**config.mk**
```make
export PLATFORM = sky130hd
export DESIGN_NAME = adder_seq_ctrl_flat
export DESIGN_NICKNAME = d
export VERILOG_FILES = /design/src/rtl/adder_seq_ctrl_if.sv /design/src/rtl/adder_seq_ctrl.sv /design/src/flat_wrapper.sv
export SDC_FILE = /design/constraint.sdc
export NUM_CORES = 1
export LEC_CHECK = 0
export BUFFER_PORTS_ARGS = -buffer_cell sky130_fd_sc_hd__buf_2
export CORE_MARGIN = 2
export CORE_UTILIZATION = 50
export CTS_CLUSTER_DIAMETER = 40
export CTS_CLUSTER_SIZE = 8
export DETAILED_ROUTE_END_ITERATION = 10
export PLACE_DENSITY = 0.74
export RECOVER_POWER = 100
export SYNTH_ARGS = -nofsm -noshare
export SYNTH_HDL_FRONTEND = slang
export SYNTH_SLANG_ARGS = --single-unit
```
**constraint.sdc**
```tcl
create_clock -name clk -period 2.7 [get_ports clk]
set_input_delay 0.27 -clock clk [delete_from_list [all_inputs] [get_ports clk]]
set_output_delay 0.27 -clock clk [all_outputs]
set_load 0.01 [all_outputs]
```
**src/rtl/adder_seq_ctrl_if.sv**
```systemverilog
// adder_seq_ctrl_if: operand request and result handshake bundle for adder_seq_ctrl
interface adder_seq_ctrl_if #(parameter int WIDTH = 12);
  logic             in_valid;
  logic             in_ready;
  logic [WIDTH-1:0] in_a;
  logic [WIDTH-1:0] in_b;
  logic             in_sub;
  logic             out_valid;
  logic             out_ready;
  logic [WIDTH-1:0] out_sum;
  logic             out_carry;
  logic             out_ovf;
  modport master (
    output in_valid, in_a, in_b, in_sub, out_ready,
    input  in_ready, out_valid, out_sum, out_carry, out_ovf
  );
  modport slave (
    input  in_valid, in_a, in_b, in_sub, out_ready,
    output in_ready, out_valid, out_sum, out_carry, out_ovf
  );
endinterface

```
**src/rtl/adder_seq_ctrl.sv**
```systemverilog
// adder_seq_ctrl: WIDTH-bit add/sub sequenced LSB-first over an external 3-bit adder slice
module adder_seq_ctrl #(
  parameter int WIDTH = 12
) (
  input  logic                 clk,
  input  logic                 rst,
  adder_seq_ctrl_if.slave      bus,
  output logic [2:0]           sl_a_o,
  output logic [2:0]           sl_b_o,
  output logic                 sl_cin_o,
  input  logic [2:0]           sl_sum_i,
  input  logic                 sl_cout_i
);
  localparam int NSLICE = WIDTH / 3;
  localparam int IDXW   = NSLICE > 1 ? $clog2(NSLICE) : 1;
  if (WIDTH % 3 != 0) begin : g_width_check
    $error("adder_seq_ctrl: WIDTH must be a multiple of 3");
  end
  typedef enum logic [1:0] {IDLE, RUN, DONE} state_t;
  state_t                      state_q, state_d;
  logic [NSLICE-1:0][2:0]      a_q, a_d, b_q, b_d, sum_q, sum_d;
  logic [IDXW-1:0]             idx_q, idx_d;
  logic                        carry_q, carry_d;
  logic [WIDTH-1:0]            res_q, res_d;
  logic                        cy_q, cy_d, ovf_q, ovf_d;
  logic                        run;
  always_ff @(posedge clk or posedge rst) begin
    if (rst) begin
      state_q <= IDLE;
      a_q     <= '0;
      b_q     <= '0;
      sum_q   <= '0;
      idx_q   <= '0;
      carry_q <= 1'b0;
      res_q   <= '0;
      cy_q    <= 1'b0;
      ovf_q   <= 1'b0;
    end else begin
      state_q <= state_d;
      a_q     <= a_d;
      b_q     <= b_d;
      sum_q   <= sum_d;
      idx_q   <= idx_d;
      carry_q <= carry_d;
      res_q   <= res_d;
      cy_q    <= cy_d;
      ovf_q   <= ovf_d;
    end
  end
  assign run = state_q == RUN;
  // the slice is combinational, so its result is captured on the same edge it is presented
  always_comb begin
    state_d  = state_q;
    a_d      = a_q;
    b_d      = b_q;
    sum_d    = sum_q;
    idx_d    = idx_q;
    carry_d  = carry_q;
    res_d    = res_q;
    cy_d     = cy_q;
    ovf_d    = ovf_q;
    sl_a_o   = run ? a_q[idx_q] : 3'd0;
    sl_b_o   = run ? b_q[idx_q] : 3'd0;
    sl_cin_o = run & carry_q;
    if (state_q == IDLE && bus.in_valid) begin
      state_d = RUN;
      a_d     = bus.in_a;
      b_d     = bus.in_b ^ {WIDTH{bus.in_sub}};
      carry_d = bus.in_sub;
      idx_d   = '0;
      sum_d   = '0;
    end else if (run) begin
      sum_d[idx_q] = sl_sum_i;
      carry_d      = sl_cout_i;
      idx_d        = idx_q + 1'b1;
      if (idx_q == IDXW'(NSLICE - 1)) begin
        state_d = DONE;
        res_d   = sum_d;
        cy_d    = sl_cout_i;
        ovf_d   = (a_q[NSLICE-1][2] == b_q[NSLICE-1][2]) && (sum_d[NSLICE-1][2] != a_q[NSLICE-1][2]);
      end
    end else if (state_q == DONE && bus.out_ready) begin
      state_d = IDLE;
    end
  end
  assign bus.in_ready  = state_q == IDLE;
  assign bus.out_valid = state_q == DONE;
  assign bus.out_sum   = res_q;
  assign bus.out_carry = cy_q;
  assign bus.out_ovf   = ovf_q;
endmodule
```
**src/flat_wrapper.sv**
```systemverilog
// flat-port wrapper written by rule: the top's interface ports become plain ports
module adder_seq_ctrl_flat 
#(
  parameter int WIDTH = 12
)
  (clk, rst, sl_a_o, sl_b_o, sl_cin_o, sl_sum_i, sl_cout_i, bus_in_valid, bus_in_a, bus_in_b, bus_in_sub, bus_out_ready, bus_in_ready, bus_out_valid, bus_out_sum, bus_out_carry, bus_out_ovf);
  adder_seq_ctrl_if #(.WIDTH(WIDTH)) bus_i ();
  input  logic clk;
  input  logic rst;
  output logic [2:0] sl_a_o;
  output logic [2:0] sl_b_o;
  output logic sl_cin_o;
  input  logic [2:0] sl_sum_i;
  input  logic sl_cout_i;
  input wire logic [$bits(bus_i.in_valid)-1:0] bus_in_valid;
  input wire logic [$bits(bus_i.in_a)-1:0] bus_in_a;
  input wire logic [$bits(bus_i.in_b)-1:0] bus_in_b;
  input wire logic [$bits(bus_i.in_sub)-1:0] bus_in_sub;
  input wire logic [$bits(bus_i.out_ready)-1:0] bus_out_ready;
  output wire logic [$bits(bus_i.in_ready)-1:0] bus_in_ready;
  output wire logic [$bits(bus_i.out_valid)-1:0] bus_out_valid;
  output wire logic [$bits(bus_i.out_sum)-1:0] bus_out_sum;
  output wire logic [$bits(bus_i.out_carry)-1:0] bus_out_carry;
  output wire logic [$bits(bus_i.out_ovf)-1:0] bus_out_ovf;
  assign bus_i.in_valid = bus_in_valid;
  assign bus_i.in_a = bus_in_a;
  assign bus_i.in_b = bus_in_b;
  assign bus_i.in_sub = bus_in_sub;
  assign bus_i.out_ready = bus_out_ready;
  assign bus_in_ready = bus_i.in_ready;
  assign bus_out_valid = bus_i.out_valid;
  assign bus_out_sum = bus_i.out_sum;
  assign bus_out_carry = bus_i.out_carry;
  assign bus_out_ovf = bus_i.out_ovf;
  adder_seq_ctrl #(.WIDTH(WIDTH)) u_core (.clk(clk), .rst(rst), .bus(bus_i), .sl_a_o(sl_a_o), .sl_b_o(sl_b_o), .sl_cin_o(sl_cin_o), .sl_sum_i(sl_sum_i), .sl_cout_i(sl_cout_i));
endmodule
```
Yosys cells after proc, flatten, opt, wreduce, memory -nomap -nowiden. Cells that the tools add are included.

Logic and storage cells: 58. Bits in registers: 55. Output and inout port bits: 23. Bits of input ports: 33.

Reduce and logical (&&, ||, !) cells: 9. Add/sub/neg operators: 1. Equal/unequal tests: 6. Order comparisons: 2. Bitwise operators: 3. Mux-type cells: 19.

Operator list (count): $mux W12 (2); $mux W3 (5); $bmux W3 S2 (2); $bwmux W12 (1); $mux W2 (6); $xor A12 B12 Y12 (1); $demux W3 S2 (1); $eq A2 B2 Y1 const B (2); $logic_and A1 B1 Y1 (4); $lt A2 B3 Y1 const B (1); $ne A3 B3 Y1 const B (1); $reduce_and A3 Y1 (1); $reduce_bool A3 Y1 (1); $add A2 B1 Y2 const B (1); $eq A2 B1 Y1 const B (1); $ge A2 B1 Y1 const B (1); $logic_not A2 Y1 (1); $mux W1 (2); $reduce_and A2 Y1 (1); $reduce_bool A2 Y1 (1); $and A1 B1 Y1 (1); $eq A1 B1 Y1 (1); $ne A1 B1 Y1 (1); $not A1 Y1 (1).

Logic depth before layout (Yosys ltp).
Depth in word-level cells: 7. Depth in mapped cells: 7. Depth with buffers taken out: 5.

Worst setup path before layout. Ideal clock, no wire load.

Path kind: register -> output. Start point: register u_core.idx_q[1]. End point: output port sl_b_o[1]. Data required time: 2.430 ns. Buffers on the path: 1. Setup slack: 1.244 ns. Stages on the path, launching flop included: 4. Arrival: 1.186 ns. Cell sequence: dfrtp_1 > buf_6 > mux4_1 > nor2b_4.

Longest elaborated chain between the ends: 3.

Ends and longest elaborated chain: from (decl) (line adder_seq_ctrl.sv:22) `logic [IDXW-1:0] idx_q, idx_d;`; from (signal assigned) (line adder_seq_ctrl.sv:43) `idx_q <= idx_d;`; $bmux W3 S2 (line adder_seq_ctrl.sv:63) `sl_b_o = run ? b_q[idx_q] : 3'd0;`; $mux W3 (implied by the code) (line adder_seq_ctrl.sv:63); $mux W3 (line adder_seq_ctrl.sv:63); to (decl) (line flat_wrapper.sv:11) `output logic [2:0] sl_b_o;`.

No other way between the ends. The select of a mux whose other input is x is not followed.

Final worst setup path.
Start point: register u_core.state_q[1]. End point: register u_core.b_q[7] in the netlist's numbering.

Longest elaborated chain between the ends: 2.

Ends and longest elaborated chain: from (decl) (line adder_seq_ctrl.sv:20) `state_t state_q, state_d;`; from (signal assigned) (line adder_seq_ctrl.sv:39) `state_q <= state_d;`; $logic_not A2 Y1 (line adder_seq_ctrl.sv:65) `if (state_q == IDLE && bus.in_valid) begin`; $logic_and A1 B1 Y1 (line adder_seq_ctrl.sv:65); to (signal assigned) (line adder_seq_ctrl.sv:31) `b_q <= '0;`; to (signal assigned) (line adder_seq_ctrl.sv:41) `b_q <= b_d;`; to (decl) (line adder_seq_ctrl.sv:21) `logic [NSLICE-1:0][2:0] a_q, a_d, b_q, b_d, sum_q, sum_d;`.

No other way between the ends. A chain may end at the register's enable or synchronous reset.

==> impl_metrics.toml <==
[global_route]
grt_max_degree = 24
grt_pass1_vias = 1787
grt_overflow = 0
grt_use_total_pct = 17.7
grt_pass1_wl_um = 8230
grt_antenna_before_repair = 0

[cts]
cts_buffers = 5
clock_path_buffers = 2
clock_sinks = 53
htreeDepth = 2
clkSlewWorstSetupHoldPaths_ns = 0.09
clkLatencyLatePin_ns = 0.31
cts_tree = "built"
cts-root-buf = "clkbuf_8"
post_cts_buffers = 0

[yosys]
syn_nets = 285
synthesis.area_um2 = 2640
yosys_warnings = 0
synth_cell_types = 32
ys_ff_latch = 53
postSynthAreaPerCell_um2 = 10.7
syn_inst = 247
yosysSeqAreaShare_pct = 50.3

[floorplanning]
fp.dieH_um = 76.6
fp-row-count = 26
core_um2 = 5110
pin_count = 56
die_w_um = 76.6
start_util_pct = 51.7
die_area_um2 = 5870

[routing]
drc = 0
first_pass_iters = 4
drt-wirelength-per-cell_um = 13.1
wl_um = 4800
vias = 1815
vias_per_cell = 4.97
final_antenna_net_count = 0
drt_iter0_drc = 36

[pwr]
vdd_drop_max_mv = 0.421
powerDensity_nw_per_um2 = 1130
p_leak_uw = 0.00129
power_uw = 3330

[layout]
fin_area_um2 = 2960
antennaDiodeCount = 0
syn_to_final_growth_pct = 12.0
final_util_pct = 57.9
layout-drive-gt1-share_pct = 22.4
num-fill-cells = 491
nNetsFinal = 333

[timing]
rsz0062_at_grt = "false"
fmax_mhz = 457
finalSetupViolCount = 0
fin_setup_tns_ns = 0
finalMaxSlewViolations = 0
max_slew.worst_pin.slew_ns = 1.11
fin_crit_sh_pct = 81.0
period_needed_ns = 2.19
slew_headroom_pct = 26.0
hold_viol_final = 0
skew_ns = 0.00817

[critical_path]
timing_worst_setup_path_type = "reg -> reg"
crit_path_end_kind = "register"
cp_cell_sequence = "nor3b_2 > clkbuf_2 > nor2_1 > a21oi_2"
critPathArrivalTime_ns = 2.43
critical_path.slowest_cell = "nor3b_2"
crit_path_max_fanout = 16
required_ns = 2.94
cp-start-kind = "register"
critPathMaxStageDelay_ns = 0.93

[placed_design]
io_buffer_count = 55
gp_congestion = 0.735
dp_hpwl_um = 3500
dpl_cell_area_um2 = 2890

[hold_path]
hp-class = "in -> reg"

[run_status]
outcome = "finished, final reports clean"

[run]
drv_cap = 0
==> sequential cells by signal (all words and copies together), names as in the netlist <==
name and count:
u_core.bus.out_carry 1, u_core.carry_q 1, u_core.bus.out_ovf 1, u_core.state_q 2, u_core.a_q 12, u_core.bus.out_sum 12, u_core.sum_q 10, u_core.b_q 12
u_core.idx_q 2
==> cell usage after synthesis, drive strengths merged <==
library cell	n	share of area, %
dfrtp	53	50
a21oi	32	7.1
nand2	32	4.6
o21ai	23	4.4
nor2b	19	4.8
buf	16	4.7
nor2	15	2.1
mux2	12	5.1
xnor2	12	4.0
inv	6	0.85
mux4	6	5.3
ha	5	2.4
clkbuf	3	0.47
a31oi	2	0.47
nand2b	2	0.47
a21o	1	0.28
and2	1	0.24
and3b	1	0.33
mux2i	1	0.38
nand3	1	0.19
nand3b	1	0.28
nor3b	1	0.71
o21bai	1	0.43
or3	1	0.24
==> worst paths after layout <==
check	slack, ns	from	cells past startpoint	endpoint
min	0.14	bus_out_ready	2	u_core.state_q[1]
max in group asynchronous	0.74	rst	4	u_core.sum_q[8]
min reg2reg	0.48	u_core.sum_q[2]	2	u_core.sum_q[2]
min in group asynchronous	0.56	rst	3	u_core.b_q[3]
max reg2reg	0.51	u_core.state_q[1]	4	u_core.b_q[7]
max	0.51	u_core.state_q[1]	4	u_core.b_q[7]
==> final cells by class <==
type / instances / area (um2) / area share [%]
sequential: 53 / 1330 / 44.9
multi-input combinational: 169 / 1140 / 38.7
timing repair buffer: 60 / 273 / 9.23
tap: 70 / 87.6 / 2.96
clock buffer: 5 / 68.8 / 2.33
clock inverter: 2 / 35.0 / 1.19
inverter: 6 / 22.5 / 0.762
==> power breakdown <==
group | switching, uW | internal [uW]
sequential | 268 | 1160
combinational | 735 | 649
clock | 249 | 270
==> placed cells by master, fill, tap and decap left out, types with 6 or more instances in the layout <==
master    synthesis  final
nor2b_1          18     18
nand2_1          32     32
a21oi_2           7      7
inv_1             6      6
buf_2             4     32
dfrtp_1          53     53
a21oi_1          25     25
nor2_1           15     15
clkbuf_1          2     26
xnor2_1          12     12
o21ai_0          22     23
mux2_2           12     12
==> routing by layer <==
metal,track usage (%),vias up,wire [um]
li1,-,919,-
met1,24.5,838,2370
met2,28.0,51,2100
met3,4.03,7,266
met4,5.45,0,59
met5,0,-,0
==> timing repair <==
action                     4_1_cts  5_1_grt
hold buffers                     1        0
hold endpoints to repair        13        0
gates resized for setup          0        0
setup endpoints to repair        0        0
==> critical path: cells and delay by family (launching register included) <==
| kind | cells | cell delay (ns) |
|---|---|---|
| buffers and inverters | 1 | 0.46 |
| flip-flops | 1 | 0.52 |
| AO/OA/AOI/OAI | 1 | 0.10 |
| AND/OR/NAND/NOR | 2 | 1.03 |
==> stage by stage <==
stage	std cells	worst slack (ns)	hold slack (ns)
after floorplan	247	1.14	0.360
final	365	0.512	0.143
after global placement	357	0.871	0.234
after CTS	365	0.513	0.132
after global routing	365	0.298	0.138
after detailed placement	357	0.748	0.242
==> logic make-up after synthesis <==
| kind of cell | after synthesis | share of synthesized area (%) |
|---|---|---|
| AO/OA/AOI/OAI | 59 | 12.6 |
| XOR/XNOR | 12 | 3.98 |
| adder cells (fa/ha/maj) | 5 | 2.37 |
| buffers and inverters | 25 | 6.07 |
| flip-flops | 53 | 50.3 |
| multiplexers | 19 | 10.8 |
| AND/OR/NAND/NOR | 74 | 13.9 |
(Power assumes the default switching activity.)
